<file path="config.mk">
export PLATFORM = sky130hd
export DESIGN_NAME = bridge_deadtime_guard
export DESIGN_NICKNAME = d
export VERILOG_FILES = /design/src/rtl/bridge_deadtime_guard.sv
export SDC_FILE = /design/constraint.sdc
export NUM_CORES = 1
export LEC_CHECK = 0
export CAP_MARGIN = 10
export CORE_MARGIN = 1.5
export CORE_UTILIZATION = 50
export DETAILED_ROUTE_END_ITERATION = 7
export PLACE_DENSITY = 0.84
export SETUP_SLACK_MARGIN = 0.4
export SLEW_MARGIN = 20
export SYNTH_ARGS = -nofsm -noshare
export SYNTH_HDL_FRONTEND = slang
export SYNTH_SLANG_ARGS = --single-unit
export TNS_END_PERCENT = 10
</file>
<file path="constraint.sdc">
create_clock -name clk50mhzI -period 2 [get_ports clk50mhzI]
set_input_delay 0.5 -clock clk50mhzI [delete_from_list [all_inputs] [get_ports clk50mhzI]]
set_output_delay 0.5 -clock clk50mhzI [all_outputs]
set_load 0.005 [all_outputs]
</file>
<file path="src/rtl/bridge_deadtime_guard.sv">
`default_nettype none
// ============================================================================
// Module   : bridge_deadtime_guard
// Brief    : N-phase gate-drive guard with per-leg dead time and a latched
//            shoot-through fault that forces every switch off.
// Revision : 1.0
// ============================================================================
module bridge_deadtime_guard #(
    parameter int PHASES   = 3,
    parameter int DEAD_CYC = 50,
    parameter int DEAD_W   = 8,
    parameter int CNT_W    = 8
) (
    input  logic              clk50mhzI,
    input  logic              rstI,
    input  logic [PHASES-1:0] hReqI,
    input  logic [PHASES-1:0] lReqI,
    input  logic              forceStopI,
    input  logic              faultClrI,
    output logic [PHASES-1:0] hPo,
    output logic [PHASES-1:0] lNo,
    output logic              faultO,
    output logic [PHASES-1:0] faultPhO,
    output logic [CNT_W-1:0]  faultCntO
);

    typedef enum logic [1:0] {
        S_OFF  = 2'd0,
        S_HON  = 2'd1,
        S_LON  = 2'd2,
        S_DEAD = 2'd3
    } state_t;

    localparam logic [DEAD_W-1:0] C_DEAD_LOAD = DEAD_W'(DEAD_CYC - 1);
    localparam logic [CNT_W-1:0]  C_CNT_MAX   = {CNT_W{1'b1}};

    logic [PHASES-1:0] w_shoot;
    logic              w_shoot_any;
    logic              w_hold;

    logic              r_fault;
    logic [PHASES-1:0] r_fault_ph;
    logic [CNT_W-1:0]  r_fault_cnt;

    assign w_shoot     = hReqI & lReqI;
    assign w_shoot_any = |w_shoot;
    // Legs are frozen off while latched, while a shoot-through is being
    // requested right now, or while the controller commands a stop.
    assign w_hold      = r_fault | w_shoot_any | forceStopI;

    always_ff @(posedge clk50mhzI) begin
        if (rstI) begin
            r_fault     <= 1'b0;
            r_fault_ph  <= '0;
            r_fault_cnt <= '0;
        end else begin
            if (w_shoot_any) begin
                r_fault    <= 1'b1;
                r_fault_ph <= r_fault_ph | w_shoot;
                if (!r_fault && (r_fault_cnt != C_CNT_MAX)) begin
                    r_fault_cnt <= r_fault_cnt + CNT_W'(1);
                end
            end else if (faultClrI) begin
                r_fault    <= 1'b0;
                r_fault_ph <= '0;
            end
        end
    end

    assign faultO    = r_fault;
    assign faultPhO  = r_fault_ph;
    assign faultCntO = r_fault_cnt;

    for (genvar i = 0; i < PHASES; i++) begin : g_phase
        state_t            r_state;
        state_t            w_state_nxt;
        state_t            w_idle_nxt;
        logic [DEAD_W-1:0] r_cnt;
        logic [DEAD_W-1:0] w_cnt_nxt;
        logic              r_hp;
        logic              r_ln;
        logic              w_want_h;
        logic              w_want_l;

        assign w_want_h = hReqI[i] & ~lReqI[i];
        assign w_want_l = lReqI[i] & ~hReqI[i];

        always_comb begin
            w_idle_nxt = S_OFF;
            if (!w_hold) begin
                if (w_want_h) begin
                    w_idle_nxt = S_HON;
                end else if (w_want_l) begin
                    w_idle_nxt = S_LON;
                end
            end
        end

        always_comb begin
            w_state_nxt = r_state;
            w_cnt_nxt   = r_cnt;
            case (r_state)
                S_OFF: begin
                    w_state_nxt = w_idle_nxt;
                end
                S_HON: begin
                    if (w_hold || !w_want_h) begin
                        w_state_nxt = S_DEAD;
                        w_cnt_nxt   = C_DEAD_LOAD;
                    end
                end
                S_LON: begin
                    if (w_hold || !w_want_l) begin
                        w_state_nxt = S_DEAD;
                        w_cnt_nxt   = C_DEAD_LOAD;
                    end
                end
                S_DEAD: begin
                    // The count is never reloaded here, so request churn
                    // cannot stretch or shorten the off window.
                    if (r_cnt != '0) begin
                        w_cnt_nxt = r_cnt - DEAD_W'(1);
                    end else begin
                        w_state_nxt = w_idle_nxt;
                    end
                end
                default: begin
                    w_state_nxt = S_OFF;
                    w_cnt_nxt   = '0;
                end
            endcase
        end

        always_ff @(posedge clk50mhzI) begin
            if (rstI) begin
                r_state <= S_OFF;
                r_cnt   <= '0;
                r_hp    <= 1'b0;
                r_ln    <= 1'b1;
            end else begin
                r_state <= w_state_nxt;
                r_cnt   <= w_cnt_nxt;
                r_hp    <= (w_state_nxt == S_HON);
                r_ln    <= (w_state_nxt != S_LON);
            end
        end

        assign hPo[i] = r_hp;
        assign lNo[i] = r_ln;
    end

endmodule
`default_nettype wire

</file>
==> results.ini <==
[grt]
busiest_layer = met2
gr-usage-all-layers_pct = 22.48
grt_pass1_vias = 2106
globalRouteMet1Util_pct = 30.94
grt_pass1_wl_um = 9542
grt.met2_usage_pct = 34.43
grt-ovfl-total = 0
use_met3_pct = 4.801
grt_antenna_before_repair = 0
grt_max_degree = 28

[setup_path]
startpoint_type = flip-flop
path_class = flip-flop to flip-flop
cp-startpoint = g_phase[1].r_cnt[0]
crit_path_end_kind = flip-flop
worstPathRequired_ns = 2.25
reg2reg_from = g_phase[1].r_cnt[0]
critPathMaxFanout = 3
arrival_ns = 1.98

[synth]
synth_top_cell_area_share_pct = 38.63
synth_nets = 313
synth_seq_cells = 48
yosysTopAreaCell = dfxtp_1
ys_async_sr_fraction_pct = 0
ys.flop_type = dfxtp_1
ys_types = 60
synth_edf_count = 0
yosys_warnings = 0
synth_area_leaders = dfxtp_1 (39%), nor2_1 (6.3%), nand2_1 (4.1%)
synth.avg_cell_area_sq_um = 8.403
netlist_area_sq_um = 2487
syn-instance-count = 296
synth-seq-area-share_pct = 38.63

[cells_and_area]
final_common_cell = nor2_1
fill_cells = 391
multiInputGateArea_sq_um = 1475
syn2layout_area_growth_pct = 25.35
register_area_sq_um = 979.7
drive_above_1_share_pct = 22.58
nNetsFinal = 358
mostFrequentLayoutCells = nor2_1 (41), dfxtp_1 (35), nand2_1 (27)
post-route-util_pct = 65.58
antenna_cells = 0

[floorplanning]
core_sq_um = 4755
dieWidth_um = 73.53
num_rows = 25
fp.dieH_um = 73.53
io_pins = 28
initial_core_util_pct = 52.32
dieArea_sq_um = 5407

[routing]
ant_nets = 0
post_drt_via_cell_ratio = 5.684
drtPass1Iterations = 4
wl_per_cell_um = 13.54
post-route-drc-count = 0
via_count = 2319
drt_wl_total_um = 5524
drt_iter0_drc = 220

[worst_hold_path]
hp-class = flip-flop to flip-flop
holdCritStartpoint = faultPhO[1]

[sta]
worstMarginPinSlew_ns = 0.4545
period_needed_ns = 1.728
rsz0062_at_grt = yes
hold_ws_ns = 0.4691
finClkSkew_ns = 0.006441
setup_viol = 0
min_period_over_period_pct = 86.41
tns_ns = 0
slew_violations = 0
fmax_ghz = 0.5786
max-slew-margin-rel_pct = 69.22
hold_viol = 0
fin_ws_ns = 0.2718

[clocking]
cts_buffers = 5
clockBufferDepth = 2
clk_pin_slew_ns = 0.08
root_buffer = clkbuf_8
cts_tree = done
clock_sinks = 48
insertion_delay_ns = 0.31
htree_levels = 2

[power]
pwr-share-comb_pct = 29.1
p_clk_share_pct = 23.0
p_per_area_nw_per_um2 = 760.8
p_leak_nw = 1.209
p_int_mw = 1.638
seqPwrFrac_pct = 47.9
netSwitchingPower_uw = 734.7
irDropWorstVdd_v = 0.0003838
p_sw_share_pct = 30.97

[place]
io_buffers = 27
dp_hpwl_um = 3737
pre_cts_ws_ns = -0.3681
routabilityCongestion = 0.8581

[run]
maxCapViolCount = 0

[outcome]
status = finished, final reports clean

-- critical path, cell delays in order (launching register included) --
cell and delay [ns]:
dfxtp_2 0.34, or3_4 0.39, or3_4 0.34, or3_4 0.34
nand4bb_1 0.17, o21ai_1 0.08
-- final timing paths --
| path | to | slack (ns) | cells past startpoint |
|---|---|---|---|
| max | g_phase[1].r_cnt[7] | 0.27 | 5 |
| min | faultPhO[1] | 0.47 | 2 |
| max reg2reg | g_phase[1].r_cnt[7] | 0.27 | 5 |
| min reg2reg | faultPhO[1] | 0.47 | 2 |
-- layout make-up --
cell class,instances,share of cell area (%)
tap,67,2.689
sequential,48,31.42
multi-input combinational,219,47.31
timing repair buffer,53,14.41
inverter,14,1.685
clock inverter,1,0.1605
clock buffer,6,2.327
-- synth_stat cells, drive strengths merged, types with 5 or more instances --
cell type / n
ha: 7
inv: 14
xor2: 6
o21ai: 7
nor3: 14
nand2: 27
clkbuf: 7
a21oi: 18
dfxtp: 48
buf: 8
a31oi: 5
a211oi: 9
nor2: 42
nand4: 8
-- timing repair --
item,in CTS,in global routing
hold buffers,0,0
cloned,0,0
pin swaps,12,10
buffers inserted,7,0
gates resized for setup,35,22
setup endpoints to repair,64,60
-- logic make-up (layout without fill, tap and decap cells) --
group | after synthesis | in the layout | synth area share [%]
AND/OR/NAND/NOR | 129 | 129 | 26.51
XOR/XNOR | 7 | 7 | 2.465
multiplexers | 4 | 4 | 1.660
buffers and inverters | 29 | 74 | 5.634
AO/OA/AOI/OAI | 72 | 72 | 21.58
adder cells (fa/ha/maj) | 7 | 7 | 3.521
flip-flops | 48 | 48 | 38.63
-- stage by stage --
| stage | std cells | power (mW) | instance area, sq um |
|---|---|---|---|
| 2_1_floorplan | 296 | 1.557 | 2495 |
| 3_3_place_gp | 394 | 1.726 | 2913 |
| 3_5_place_dp | 394 | 1.749 | 2913 |
| 4_1_cts | 408 | 2.339 | 3082 |
| 5_1_grt | 408 | 2.524 | 3118 |
| 6_report | 408 | 2.372 | 3118 |
-- power by group through the flow --
stage	registers [mW]	logic [mW]	clock network [mW]
3_3_place_gp	1.14	0.584	0
5_1_grt	1.15	0.763	0.611
2_1_floorplan	1.13	0.432	0
3_5_place_dp	1.15	0.603	0
6_report	1.14	0.690	0.546
4_1_cts	1.13	0.652	0.559
-- sequential cells by signal (all words and copies together), names as in the netlist --
register         cells
g_phase.r_cnt       24
faultO               1
faultPhO             3
faultCntO            8
g_phase.r_state      6
g_phase.r_ln         3
g_phase.r_hp         3
-- metal layers --
metal  vias up  share of wire (%)  routed length (um)
met5         -                  0                   0
met4         0                1.4                  78
met3         7                6.4                 355
met2        65                 46                2530
met1      1083                 46                2560
li1       1164                  -                   -
Note: power is estimated with default switching activity, not from simulation.
